$ cat src/rtl/roi_paste_axis.sv
// roi_paste_axis: places a raster ROI pixel stream into a full
// WIDTH x HEIGHT frame, filling the rest with a background value.
module roi_paste_axis #(
  parameter int WIDTH      = 800,
  parameter int HEIGHT     = 600,
  parameter int BIT_DATA_O = 8,
  parameter int BIT_COORD  = 32
) (
  input  logic                  clk_i,
  input  logic                  arst_i,
  input  logic                  start_i,
  input  logic [BIT_COORD-1:0]  xy_0_i,
  input  logic [BIT_COORD-1:0]  xy_1_i,
  input  logic [BIT_DATA_O-1:0] bg_i,
  input  logic [BIT_DATA_O-1:0] s_tdata_i,
  input  logic                  s_tvalid_i,
  input  logic                  s_tlast_i,
  output logic                  s_tready_o,
  output logic [BIT_DATA_O-1:0] m_tdata_o,
  output logic                  m_tvalid_o,
  input  logic                  m_tready_i,
  output logic                  m_tlast_o,
  output logic                  m_tuser_o,
  output logic                  busy_o,
  output logic                  frame_done_o,
  output logic                  err_o
);

  localparam int XW = $clog2(WIDTH);
  localparam int YW = $clog2(HEIGHT);
  localparam logic [10:0]   XMAX = 11'(WIDTH - 1);
  localparam logic [9:0]    YMAX = 10'(HEIGHT - 1);
  localparam logic [XW-1:0] XEND = XW'(WIDTH - 1);
  localparam logic [YW-1:0] YEND = YW'(HEIGHT - 1);

  typedef enum logic {IDLE, RUN} state_t;

  state_t state, state_n;

  logic [10:0]           left, right;
  logic [9:0]            top, bottom;
  logic [BIT_DATA_O-1:0] bg;
  logic                  roi_ok;
  logic                  done_ld;
  logic                  err;
  logic [XW-1:0]         x;
  logic [YW-1:0]         y;
  logic [BIT_DATA_O-1:0] m_data;
  logic                  m_valid, m_last, m_user;

  logic [10:0] x0, x1, xe;
  logic [9:0]  y0, y1, ye;
  logic        run, out_free, in_roi, at_end;
  logic        frame_end, load, s_hs, out_last_hs;
  logic        unused_coord;

  assign x0 = xy_0_i[26:16];
  assign x1 = xy_1_i[26:16];
  assign y0 = xy_0_i[9:0];
  assign y1 = xy_1_i[9:0];
  assign unused_coord = ^{xy_0_i[BIT_COORD-1:27], xy_0_i[15:10],
                          xy_1_i[BIT_COORD-1:27], xy_1_i[15:10]};

  assign xe = 11'(x);
  assign ye = 10'(y);

  assign run      = (state == RUN);
  assign out_free = !m_valid || m_tready_i;
  assign in_roi   = roi_ok &&
                    (xe >= left) && (xe <= right) &&
                    (ye >= top)  && (ye <= bottom);
  assign at_end    = (xe == right) && (ye == bottom);
  assign frame_end = (x == XEND) && (y == YEND);

  // done_ld blocks acceptance once the last beat is loaded,
  // since the counters have already wrapped back into the frame.
  assign s_tready_o = run && in_roi && out_free && !done_ld;
  assign load = run && out_free && !done_ld &&
                (!in_roi || s_tvalid_i);
  assign s_hs = s_tvalid_i && s_tready_o;
  assign out_last_hs = m_valid && m_tready_i && m_last;

  assign m_tdata_o    = m_data;
  assign m_tvalid_o   = m_valid;
  assign m_tlast_o    = m_last;
  assign m_tuser_o    = m_user;
  assign busy_o       = run;
  assign frame_done_o = out_last_hs;
  assign err_o        = err;

  // state register
  always_ff @(posedge clk_i or posedge arst_i) begin
    if (arst_i) state <= IDLE;
    else        state <= state_n;
  end

  // next state: one frame per start, ends on last output handshake
  always_comb begin
    state_n = state;
    case (state)
      IDLE:    if (start_i) state_n = RUN;
      RUN:     if (out_last_hs) state_n = IDLE;
      default: state_n = IDLE;
    endcase
  end

  // frame setup, raster counters and the tlast check
  always_ff @(posedge clk_i or posedge arst_i) begin
    if (arst_i) begin
      left    <= '0;
      right   <= '0;
      top     <= '0;
      bottom  <= '0;
      bg      <= '0;
      roi_ok  <= 1'b0;
      done_ld <= 1'b0;
      err     <= 1'b0;
      x       <= '0;
      y       <= '0;
    end else begin
      if (state == IDLE && start_i) begin
        left    <= (x0 < x1) ? x0 : x1;
        right   <= (x0 < x1) ? x1 : x0;
        top     <= (y0 < y1) ? y0 : y1;
        bottom  <= (y0 < y1) ? y1 : y0;
        bg      <= bg_i;
        roi_ok  <= (x0 <= XMAX) && (x1 <= XMAX) &&
                   (y0 <= YMAX) && (y1 <= YMAX);
        done_ld <= 1'b0;
        err     <= 1'b0;
        x       <= '0;
        y       <= '0;
      end
      if (load) begin
        if (x == XEND) begin
          x <= '0;
          y <= (y == YEND) ? '0 : y + YW'(1);
        end else begin
          x <= x + XW'(1);
        end
        if (frame_end) done_ld <= 1'b1;
      end
      if (s_hs && (s_tlast_i != at_end)) err <= 1'b1;
    end
  end

  // output register: loads a beat or drains when accepted
  always_ff @(posedge clk_i or posedge arst_i) begin
    if (arst_i) begin
      m_data  <= '0;
      m_valid <= 1'b0;
      m_last  <= 1'b0;
      m_user  <= 1'b0;
    end else if (load) begin
      m_data  <= in_roi ? s_tdata_i : bg;
      m_user  <= (x == '0) && (y == '0);
      m_last  <= frame_end;
      m_valid <= 1'b1;
    end else if (m_tready_i) begin
      m_valid <= 1'b0;
    end
  end

endmodule

$ cat config.mk
export PLATFORM = sky130hd
export DESIGN_NAME = roi_paste_axis
export DESIGN_NICKNAME = d
export VERILOG_FILES = /design/src/rtl/roi_paste_axis.sv
export SDC_FILE = /design/constraint.sdc
export NUM_CORES = 1
export LEC_CHECK = 0
export BUFFER_PORTS_ARGS = -buffer_cell sky130_fd_sc_hd__buf_2
export CAP_MARGIN = 20
export CORE_AREA = 5 5 125 127
export CTS_BUF_LIST = sky130_fd_sc_hd__clkbuf_4 sky130_fd_sc_hd__clkbuf_8
export DETAILED_ROUTE_END_ITERATION = 6
export DIE_AREA = 0 0 130 132
export GPL_ROUTABILITY_DRIVEN = 0
export SYNTH_ARGS = -nofsm -noshare
export SYNTH_HDL_FRONTEND = slang
export SYNTH_SLANG_ARGS = --single-unit
$ cat constraint.sdc
create_clock -name clk_i -period 4.5 [get_ports clk_i]
set_input_delay 1.125 -clock clk_i [delete_from_list [all_inputs] [get_ports clk_i]]
set_output_delay 1.125 -clock clk_i [all_outputs]
set_load 0.05 [all_outputs]
## After elaboration in Yosys (flattened, before gate mapping)

Cells that the tools add are included.

- Register bits: 85
- Input port bits: 86
- Output and inout bits: 15

- Add/sub/neg operators: 2
- Magnitude comparators: 10
- Equality and inequality tests: 5
- Multiplexer cells: 22
- Bitwise operators: 1
- Reduce and logical (&&, ||, !) cells: 31

Operators with widths:

| kind | number |
|---|---|
| two-way mux 10 bit | 9 |
| <= comparator 11 x 10 -> 1 bit (second input constant) | 2 |
| two-way mux 11 bit | 2 |
| logical AND 1 bit | 21 |
| adder 10 x 1 -> 10 bit (second input constant) | 2 |
| equality test 10 bit (second input constant) | 2 |
| <= comparator 10 bit (second input constant) | 2 |
| zero test 10 bit | 2 |
| equality test 10 x 11 -> 1 bit | 1 |
| greater-or-equal comparator 10 x 11 -> 1 bit | 1 |
| <= comparator 10 x 11 -> 1 bit | 1 |
| < comparator 11 bit | 1 |
| equality test 10 bit | 1 |
| greater-or-equal comparator 10 bit | 1 |
| <= comparator 10 bit | 1 |
| < comparator 10 bit | 1 |
| two-way mux 1 bit | 9 |
| two-way mux 8 bit | 1 |
| nonzero test 2 bit | 3 |
| zero test 1 bit | 3 |
| logical OR 1 bit | 2 |
| case mux 1 bit (2 select lines) | 1 |
| != test 1 bit | 1 |
| NOT 1 bit | 1 |

## Depth between registers and ports, before layout

- Word-level depth: 11
- Gate-level depth with buffers: 11
- Gate-level depth less buffers: 10

## Least setup slack after synthesis

Ideal clock, no wire load.

- Path kind: reg2out
- Start: reg y[6]
- End: out s_tready_o
- Arrival: 2.729 ns
- Path slack: 0.646 ns
- Stages on the path, launching flop included: 9
- Path buffers: 1
- Cell sequence: dfrtp_1 ha_1 and3_1 a221o_1 a211o_1 o221a_1 nor4b_1 buf_4 and2_1

- Word-level cells in the longest chain between the ends: 6
- Elaborated cells between the ends (all ways): 7
- Classes of those cells: order compare: 2; reduce/logical: 5

Ends and longest elaborated chain:

| what | RTL line | source |
|---|---|---|
| start, declared | 47 | `logic [YW-1:0] y;` |
| start signal, assigned | 137 | `y <= (y == YEND) ? '0 : y + YW'(1);` |
| greater-or-equal comparator 10 bit | 71 | `(ye >= top) && (ye <= bottom);` |
| logical AND 1 bit | 70 | `(xe >= left) && (xe <= right) &&` |
| logical AND 1 bit * | 71 |  |
| logical AND 1 bit * (3 in series) | 77 | `assign s_tready_o = run && in_roi && out_free && !done_ld;` |
| end, declared | 18 | `output logic s_tready_o,` |

Mark *: on every way between the ends. The rest lies on a longest branch, timed or not.

## Worst setup path after layout

- Start: reg y[5]
- End: out s_tready_o

Same word-level chain as after synthesis.

==> results.md <==
- Initial core utilization: 39.4%
- CTS Sinks: 85
- CP Cell Sequence: ha_1 > and3_1 > a221o_1 > a211o_1 > o221a_1 > nor4b_2 > and2_1 > buf_2
- Row cnt: 44
- Status: finished clean
- Hold_buf cts: 0
- Area grow syn2layout: 14.3%
- Number of synthesized flops with an enable pin: 0
- Core Util, Final: 45.0%
- ANT cells: 0
- Drt first pass iters: 5
- Post-synth top area share: 37.7%
- Critical path arrival: 3180 ps
- Vias per cell: 5.29
- Slew HR: 39.3%
- Nets: 859
- Pwr/cell area: 315 mW/mm^2
- Clock Latency Late Sink: 370 ps
- Avg Synthesized Cell Area: 8.88 um^2
- Max-cap violations: 0
- GRT met1 Usage: 23.0%
- Met3 Use GR: 3.24%
- DRT Wirelength: 13100 um
- Min-Delay Path Class: reg -> reg
- Via count: 4747
- Final Slew Violations: 0
- Synth Register Bits: 85
- Post_cts resized: 0
- FF-to-FF path depth: 9
- Number of remaining DRC errors: 0
- Gr ovfl total: 0
- Flop-to-flop setup slack: 1300 ps
- Largest net degree at the start of global routing: 45
- First-pass GRT wire length: 22500 um
- Period utilization: 95.6%
- Commonest cells after routing, fill and taps aside: 103 x nand2_1, 85 x dfrtp_1, 78 x buf_2
- Clock Pin Slew Worst Setup and Hold Paths: 80 ps
- Initial DRC Count: 156
- Port Buffers: 78
- Crit path from: y[5]
- TritonCTS buffer count: 9
- Top_reg_cell synth: dfrtp_1
- Max clock buf depth: 2
- Post-CTS Setup Inserts: 0
- Crit Path Max Fanout: 9
- Die ar.: 0.0172 mm^2
- Chip height: 132 um
- TNS Setup: 0 ps
- Cell accounting for the most synthesized area: dfrtp_1
- Unrepaired setup endpoints after global routing: false
- Core Region: 0.0143 mm^2
- H-Tree Depth: 3
- Synth warnings: 0
- Register area share after synthesis: 37.7%
- CP top delay family: compound AO/OA/AOI/OAI gates
- CP max stage cell: dfrtp_1
- Startpoint class of the critical path: flip-flop
- Largest stage delay, worst path: 500 ps
- Min cycle time layout: 4300 ps
- GRT Total Usage: 16.0%
- Routed WL per cell: 14.6 um
- Cell count along the critical path: 8
- Peak VDD IR: 0.137 mV
- GR Util met2: 23.9%
- Die width: 130 um
- Share of post-route cells with drive strength above 1: 15.7%
- Yosys cell types: 59
- Leak: 3.21 nW
- CTS Root Buffer Type: clkbuf_8
- Max Clock Freq: 232 MHz
- FF-to-FF End: x[2]
- Count of buffer and inverter cells on the critical path: 1
- Worst Setup End Kind: output port
- Vias in the first global route: 4756
- CP endpoint: s_tready_o
- Count of mapped cells out of synthesis: 635
- Synth async-reset ratio: 100%
- RR Startpoint: y[5]
- Syn_nets: 784
- Dpl hpwl: 10300 um
- Mapped cell area: 0.00564 mm^2
- Final hold vios: 0
- Final setup vio count: 0
- Most common cell after layout, fill and taps aside: nand2_1
- CTS tree: yes
- Setup CP Type: reg -> out
- GRT Max-Usage Layer: met2
- Antenna violations before repair: 0
- Layout Skew: 12.0 ps
- Post-DRT Antenna Nets: 0
- Slew of the pin with the lowest slew margin: 909 ps
- Synth area leaders: dfrtp_1 38%, ha_1 14%, mux2i_1 8.9%
- CP required: 3380 ps
- IO Pins: 101
per-stage QoR:
| stage | hold slack, ps | std cells | area (um^2) | total power (W) | setup WS [ps] |
|---|---|---|---|---|---|
| after floorplan | 445 | 635 | 5640 | 0.00131 | 646 |
| after global placement | 457 | 883 | 6240 | 0.00146 | 651 |
| after detailed placement | 466 | 883 | 6240 | 0.00149 | 598 |
| after CTS | 487 | 898 | 6450 | 0.00206 | 184 |
| after global routing | 511 | 898 | 6450 | 0.00218 | 13.9 |
| final | 479 | 898 | 6450 | 0.00203 | 196 |
power breakdown:
| group | total [W] | switching [W] | internal [W] |
|---|---|---|---|
| logic | 0.000578 | 0.000312 | 0.000266 |
| clock network | 0.000563 | 0.000273 | 0.000290 |
| registers | 0.000893 | 0.0000845 | 0.000808 |
| total | 0.00203 | 0.000669 | 0.00136 |
layer usage:
metal	part of all wire, %	vias to the layer above	wire length [um]
met2	44	132	5720
met4	1.8	0	238
met3	5.7	24	754
met5	0	-	0
met1	49	2217	6430
li1	-	2374	-
logic make-up after synthesis:
kind of cell / share of synthesized area [%]
adders and majority gates: 14.0
buffers and inverters: 6.17
xor gates and xnor gates: 0.155
DFF: 37.7
and+or+nand+nor: 18.6
muxes: 8.87
AOI/OAI and AO/OA: 14.5
cell type report:
type / instances / area, um^2
well taps: 184 / 230
repair buffers: 86 / 450
multi-input cells: 462 / 3190
flip-flops and latches: 85 / 2130
inverters: 66 / 249
fillers: 1412 / 7870
clock inverters: 3 / 45.0
clock buffers: 12 / 159
synth_stat cells (2+ instances only):
master	number
a2111oi_0	2
a211o_1	7
a211oi_1	5
a21o_1	11
a21oi_1	17
and3_1	7
buf_2	5
clkbuf_1	14
dfrtp_1	85
ha_1	63
inv_1	66
mux2i_1	50
nand2_1	104
nand2b_1	8
nand3_1	36
nand3b_1	4
nand4_1	4
nor2_1	16
nor2b_1	6
nor3_1	10
nor3b_1	3
nor4_1	2
nor4b_1	2
o211ai_1	2
o21ai_0	56
o21ai_1	8
o311ai_0	2
o31ai_1	3
or2_2	2
or3_1	6
state kept, by name (all words and copies together) (netlist names):
signal	flops
m_tvalid_o	1
done_ld	1
roi_ok	1
busy_o	1
left	11
bg	8
y	10
m_tuser_o	1
right	11
m_tdata_o	8
top	10
err_o	1
m_tlast_o	1
bottom	10
x	10
worst min-delay path, cell delays in order (launching register included):
cell and delay (ps):
dfrtp_1 350, nand2_1 50, nand2_1 50
worst min path at each step:
stage,startpoint,end,cells after the start
after floorplan,bg[0],bg[0],2
after global placement,bg[2],bg[2],2
after detailed placement,bg[3],bg[3],2
after CTS,bg[3],bg[3],2
after global routing,left[7],left[7],2
final,bg[3],bg[3],2
No activity file was read; power rests on OpenSTA's default activity.
